File: config.mk
export PLATFORM = sky130hd
export DESIGN_NAME = spi_adc_reader
export DESIGN_NICKNAME = d
export VERILOG_FILES = /design/src/rtl/spi_adc_reader.sv
export SDC_FILE = /design/constraint.sdc
export NUM_CORES = 1
export LEC_CHECK = 0
export BUFFER_PORTS_ARGS = -buffer_cell sky130_fd_sc_hd__buf_4
export CORE_MARGIN = 2
export CORE_UTILIZATION = 30
export CTS_BUF_LIST = sky130_fd_sc_hd__clkbuf_4 sky130_fd_sc_hd__clkbuf_8
export CTS_CLUSTER_SIZE = 25
export DETAILED_ROUTE_END_ITERATION = 7
export HOLD_SLACK_MARGIN = 0.05
export PLACE_DENSITY = 0.51
export SLEW_MARGIN = 0
export SYNTH_ARGS = -nofsm -noshare
export SYNTH_HDL_FRONTEND = slang
export SYNTH_SLANG_ARGS = --single-unit
File: constraint.sdc
create_clock -name clk_i -period 1.72 [get_ports clk_i]
set_input_delay 0.43 -clock clk_i [delete_from_list [all_inputs] [get_ports clk_i]]
set_output_delay 0.43 -clock clk_i [all_outputs]
set_load 0.02 [all_outputs]
File: src/rtl/spi_adc_reader.sv
// -----------------------------------------------------------------------------
// spi_adc_reader
//
// SPI master read controller for a serial ADC (mode 0, MSB first). One
// request on strr_i frames a complete conversion read: CS setup, DATA_WIDTH
// SCK periods, and a CS high hold. The received word is then presented on
// data_o together with a single-cycle dv_o pulse.
//
// The CS/SCK timing matches the DAC write controller, so both can share one
// board-level SPI bus.
//
// Parameters
//   DATA_WIDTH : bits per frame (>= 1)
//   CLK_DIV    : clk_i cycles per SCK half-period, and the length of the
//                CS setup and CS hold phases (>= 1)
//
// Ports
//   clk_i   in   system clock, rising edge
//   rst_i   in   synchronous reset, active low
//   strr_i  in   start-read request; only looked at while idle
//   miso_i  in   serial data from the ADC
//   cs_o    out  chip select, active low
//   sck_o   out  serial clock, idles low
//   data_o  out  last captured word; MSB is the first bit received
//   dv_o    out  one-cycle pulse when data_o is updated
//   eor_o   out  high only while idle
// -----------------------------------------------------------------------------
module spi_adc_reader #(
    parameter int DATA_WIDTH = 16,
    parameter int CLK_DIV    = 4
) (
    input  logic                  clk_i,
    input  logic                  rst_i,
    input  logic                  strr_i,
    input  logic                  miso_i,
    output logic                  cs_o,
    output logic                  sck_o,
    output logic [DATA_WIDTH-1:0] data_o,
    output logic                  dv_o,
    output logic                  eor_o
);

    localparam int DIV_W = (CLK_DIV > 1) ? $clog2(CLK_DIV) : 1;
    localparam int CNT_W = $clog2(DATA_WIDTH + 1);

    typedef enum logic [2:0] {
        S_IDLE   = 3'd0,
        S_SETUP  = 3'd1,
        S_HIGH   = 3'd2,
        S_LOW    = 3'd3,
        S_CSHOLD = 3'd4
    } state_t;

    state_t                r_state;
    state_t                w_next;
    logic [DIV_W-1:0]      r_div;
    logic [CNT_W-1:0]      r_bit_cnt;
    logic [DATA_WIDTH-1:0] r_shift;
    logic [DATA_WIDTH-1:0] r_data;
    logic                  r_dv;

    logic                  w_tick;
    logic                  w_cs;
    logic                  w_sck;
    logic                  w_eor;
    logic                  w_start;
    logic                  w_sample;
    logic                  w_done;

    // Last cycle of the current phase.
    assign w_tick = (r_div == DIV_W'(CLK_DIV - 1));

    always_ff @(posedge clk_i) begin
        if (!rst_i) begin
            r_state <= S_IDLE;
        end else begin
            r_state <= w_next;
        end
    end

    // Next-state and output decode. The outputs depend on r_state only.
    always_comb begin
        w_next   = r_state;
        w_cs     = 1'b1;
        w_sck    = 1'b0;
        w_eor    = 1'b0;
        w_start  = 1'b0;
        w_sample = 1'b0;
        w_done   = 1'b0;
        case (r_state)
            S_IDLE: begin
                w_eor = 1'b1;
                if (strr_i) begin
                    w_start = 1'b1;
                    w_next  = S_SETUP;
                end
            end
            S_SETUP: begin
                w_cs = 1'b0;
                if (w_tick) begin
                    w_next = S_HIGH;
                end
            end
            S_HIGH: begin
                w_cs  = 1'b0;
                w_sck = 1'b1;
                // ADC updates MISO on the falling edge, so the last cycle of
                // the high phase sees the most settled data.
                if (w_tick) begin
                    w_sample = 1'b1;
                    w_next   = S_LOW;
                end
            end
            S_LOW: begin
                w_cs = 1'b0;
                if (w_tick) begin
                    w_next = (r_bit_cnt == CNT_W'(DATA_WIDTH)) ? S_CSHOLD : S_HIGH;
                end
            end
            S_CSHOLD: begin
                if (w_tick) begin
                    w_done = 1'b1;
                    w_next = S_IDLE;
                end
            end
            default: begin
                w_eor  = 1'b1;
                w_next = S_IDLE;
            end
        endcase
    end

    always_ff @(posedge clk_i) begin
        if (!rst_i) begin
            r_div     <= '0;
            r_bit_cnt <= '0;
            r_shift   <= '0;
            r_data    <= '0;
            r_dv      <= 1'b0;
        end else begin
            // Divider restarts at each phase boundary and rests while idle.
            if (r_state == S_IDLE || w_next != r_state) begin
                r_div <= '0;
            end else begin
                r_div <= r_div + DIV_W'(1);
            end

            if (w_start) begin
                r_bit_cnt <= '0;
            end else if (w_sample) begin
                r_shift   <= (r_shift << 1) | DATA_WIDTH'(miso_i);
                r_bit_cnt <= r_bit_cnt + CNT_W'(1);
            end

            r_dv <= w_done;
            if (w_done) begin
                r_data <= r_shift;
            end
        end
    end

    assign cs_o   = w_cs;
    assign sck_o  = w_sck;
    assign eor_o  = w_eor;
    assign data_o = r_data;
    assign dv_o   = r_dv;

endmodule

==> Word level (Yosys, flattened, before mapping) <==
Index checks and enable logic that the tools add are counted.
{ "totals": {"reg_bits": 43, "in_bits": 4} }
{ "op_classes": {"n_mux": 15, "n_eq_ne": 7, "n_addsub": 2, "n_reduce_logical": 7, "n_bitwise": 3} }
{ "ops": {"columns": ["operator", "count"], "rows": [
  ["two-way mux 3 bit", 6],
  ["bitwise OR 16 x 1 -> 16 bit", 1],
  ["one-hot mux 3 bit (5 select lines)", 1],
  ["two-way mux 1 bit", 8],
  ["equality test 3 x 2 -> 1 bit, second input constant", 2],
  ["adder 5 x 1 -> 5 bit, second input constant", 1],
  ["equality test 5 bit, second input constant", 1],
  ["OR reduction 2 bit", 2],
  ["OR reduction 4 bit", 1],
  ["equality test 3 x 1 -> 1 bit, second input constant", 1],
  ["equality test 3 bit, second input constant", 1],
  ["zero test 3 bit", 1],
  ["inequality test 3 bit", 1],
  ["OR reduction 3 bit", 1],
  ["adder 2 x 1 -> 2 bit, second input constant", 1],
  ["equality test 2 bit, second input constant", 1],
  ["inverter 1 bit", 2],
  ["AND reduction 2 bit", 1],
  ["logical OR 1 bit", 1]
]} }

==> Logic depth before layout (Yosys ltp) <==
{ "depth": {"word_depth": 7, "ltp_mapped": 7} }

==> Least setup slack after synthesis <==
Ideal clock, no wire load.
{ "synth_timing": {"kind": "reg-to-output", "start": "reg r_state[1]", "end": "out sck_o", "arrival_time_ns": 1.016, "required_time_ns": 1.290, "path_stages_with_launch": 3, "path_slack_ns": 0.274, "path_cell_list": "dfxtp_1 buf_4 nor3b_1"} }
{ "synth_between": {"elab_chain_cells": 2} }
{ "synth_rtl": {"columns": ["element", "line_no", "text"], "rows": [
  ["start: declaration", "54", "state_t r_state;"],
  ["start signal: assignment", "77", "r_state <= w_next;"],
  ["equality test 3 x 2 -> 1 bit", "90", "case (r_state)"],
  ["two-way mux 1 bit", "90", null],
  ["end: declaration", "37", "output logic sck_o,"]
]} }
Every way passes these cells.

==> Worst setup path in the final report <==
{ "layout_timing": {"start": "reg r_state[0]", "end": "out eor_o"} }
{ "layout_between": {"elab_chain_cells": 3, "word_cells_on_any_way": 6} }
{ "layout_rtl": {"columns": ["element", "line_no", "text"], "rows": [
  ["equality test 3 bit, or another cell as far along", "90", null],
  ["OR reduction 4 bit (no line) (*)", null, null],
  ["two-way mux 1 bit (*)", "90", null],
  ["end: declaration", "40", "output logic eor_o"]
]} }
Mark *: on every way between the ends. The rest lies on a longest branch, timed or not.

==> flow_summary.json <==
{
  "synth_top_cell_by_area": "dfxtp_1",
  "synth_area_leaders": "dfxtp_1 50%, nand2_1 15%, a21oi_1 11%",
  "synth_top_area_share_pct": 49.89,
  "cp.required_ns": 1.29,
  "relSlewSlack_pct": 76.93,
  "drc_errors": 0,
  "hold_class": "input port to flop",
  "critPathMaxStageDelay_ns": 0.39,
  "die_y_um": 79.84,
  "clock_latency_ns": 0.29,
  "initial_core_util_pct": 31.14,
  "antenna_cells": 0,
  "path_clk_slew_ns": 0.08,
  "vias_per_cell": 4.695,
  "drt-initial-drc-count": 81,
  "crit_slowest_cell": "dfxtp_2",
  "routedWlPerCell_um": 11.25,
  "final_nets": 236,
  "final_common_cell": "nand2_1",
  "yosysUniqueCellTypes": 32,
  "synth_cells": 209,
  "maxCapViolations": 0,
  "htree_levels": 2,
  "path_depth": 3,
  "track_usage_pct": 11.48,
  "finClkSkew_ns": 0.003609,
  "p_leak_nw": 0.7232,
  "cp-start-kind": "flop",
  "critPathBufInv": 1,
  "die_w_um": 79.84,
  "grt_start_max_net_pins": 34,
  "dp_hpwl_um": 2159,
  "multiInputGateArea_um2": 765.7,
  "setup_ws_ns": 0.1099,
  "tritoncts": "yes",
  "grt_pass1_wl_um": 5802,
  "hold_buffers": 0,
  "cts_root_buffer": "clkbuf_8",
  "crit_type": "flop to output pin",
  "end_kind": "output pin",
  "ant_nets": 0,
  "worst_pin_slew_ns": 0.3460,
  "syn_to_final_growth_pct": 18.56,
  "power_density_nw_per_um2": 836.8,
  "final_cell_mix": "70 x nand2_1, 40 x dfxtp_1, 37 x a21oi_1, 29 x buf_4, 5 x clkbuf_8",
  "place_congestion": 0.7179,
  "fillers": 600,
  "worstPathArrival_ns": 1.18,
  "worstReg2RegStart": "r_div[0]$_SDFF_PP0_",
  "clockBufferDepth": 2,
  "crit_fanout": 13,
  "crit_family": "flip-flops",
  "ys_seq_area_share_pct": 49.89,
  "synth_warnings": 0,
  "totalWireLength_um": 3397,
  "status": "finished clean",
  "hold_viol_final": 0,
  "syn-num-nets": 216,
  "cp-endpoint": "eor_o",
  "synth_seq_cells": 43,
  "cts.sinks": 43,
  "finalCritPeriodShare_pct": 93.61,
  "rr_worst_depth": 4,
  "dieArea_um2": 6374,
  "synthesis.area_um2": 1725,
  "syn_avg_cell_area_um2": 8.256,
  "path_cells": "nor2_2 > xor2_1 > buf_4",
  "antenna_found_initial": 0,
  "final_core_util_pct": 36.92,
  "tns_ns": 0,
  "dpl-instance-area_um2": 1951,
  "drt_pass1_iterations": 4,
  "cts_inserted_buffers": 5,
  "routed-via-count": 1418,
  "dp_slack_ns": 0.2030,
  "slew_viol_final": 0,
  "fmax_ghz": 0.6211,
  "rrSetupSlack_ns": 0.19,
  "r2r_end": "data_o[5]$_SDFFE_PN0P_",
  "grt_setup_unrepaired": "false",
  "core-area_um2": 5540,
  "seqCellArea_um2": 864.6,
  "finalInstanceArea_um2": 2046,
  "gr-total-overflow": 0,
  "finalPower_w": 0.001712,
  "setup_violations": 0,
  "drive_gt1_share_pct": 20.00,
  "num_rows": 27,
  "critPathLaunch": "r_state[0]$_SDFF_PN0_",
  "fin_crit_ns": 1.610,
  "grt_pass1_vias": 1277,
  "portBuffers": 23,
  "pin_count": 24,
  "ir_worst_vdd_mv": 0.3293
}
[per-stage QoR]
stage / instances / hold WS (ns)
2_1_floorplan: 209 / 0.4150
3_3_place_gp: 294 / 0.4217
3_5_place_dp: 294 / 0.4297
4_1_cts: 302 / 0.3818
5_1_grt: 302 / 0.3928
6_report: 302 / 0.3867
[power breakdown]
| part | internal (W) | total (W) | switching [W] |
|---|---|---|---|
| clock network | 0.000300 | 0.000646 | 0.000346 |
| registers | 0.000998 | 0.00100 | 0.00000620 |
| logic | 0.0000262 | 0.0000617 | 0.0000356 |
[cell type report]
type | instances | area share (%)
repair buffers | 29 | 10.64
well taps | 72 | 4.404
inverters | 5 | 0.9174
clock inverters | 2 | 0.6116
multi-input cells | 145 | 37.43
flip-flops and latches | 43 | 42.26
clock buffers | 6 | 3.731
[kinds of logic (layout without fill, tap and decap cells)]
family | after synthesis | in the layout | share of synthesized area [%]
xor gates and xnor gates | 1 | 1 | 0.5077
AOI/OAI and AO/OA | 46 | 46 | 15.23
buffers and inverters | 21 | 42 | 5.873
DFF | 43 | 43 | 49.89
muxes | 2 | 2 | 1.160
and+or+nand+nor | 93 | 93 | 25.16
adders and majority gates | 3 | 3 | 2.176
[worst register-to-register path, stage by stage (launching register included)]
cell and delay, ns:
dfxtp_1 0.36, ha_1 0.35, and4bb_2 0.51, nand2_1 0.12
a21oi_1 0.13
[layer usage]
metal	track usage [%]	share of wire (%)	up-vias
li1	-	-	736
met2	19.16	45	25
met3	3.733	4.3	4
met1	13.79	49	653
met5	0	0	-
met4	4.068	1.1	0
[registers in the layout, summed over array words and instances (netlist names)]
name       flops
data_o        16
r_shift       16
r_bit_cnt      5
r_state        3
r_div          2
dv_o           1
[timing repair]
action | in CTS | in global routing
gates resized for setup | 2 | 2
setup endpoints to repair | 1 | 2
setup buffers | 0 | 0
[Yosys cell counts (all sizes together)]
cell,n
inv,4
nor2b,1
o21ai,2
nand4bb,2
clkinv,1
buf,12
a21oi,37
nand2,70
xor2,1
nor2,3
dfxtp,43
nand3b,4
or3,2
ha,3
nor3,1
mux2i,2
a211oi,3
nand3,2
clkbuf,4
o32a,1
o21ba,2
nor3b,1
and4bb,2
nand4,2
a2111oi,1
or4b,1
nand4b,1
nand2b,1
[how the worst min path moves through the flow]
stage,from,to,slack (ns),cells after the start
2_1_floorplan,r_div[0]$_SDFF_PP0_,r_div[0]$_SDFF_PP0_,0.42,1
6_report,miso_i,r_shift[0]$_SDFFE_PN0P_,0.39,3
5_1_grt,miso_i,r_shift[0]$_SDFFE_PN0P_,0.39,3
4_1_cts,miso_i,r_shift[0]$_SDFFE_PN0P_,0.38,3
3_3_place_gp,r_div[0]$_SDFF_PP0_,r_div[0]$_SDFF_PP0_,0.42,1
3_5_place_dp,r_div[0]$_SDFF_PP0_,r_div[0]$_SDFF_PP0_,0.43,1
Note: power is estimated with default switching activity, not from simulation.
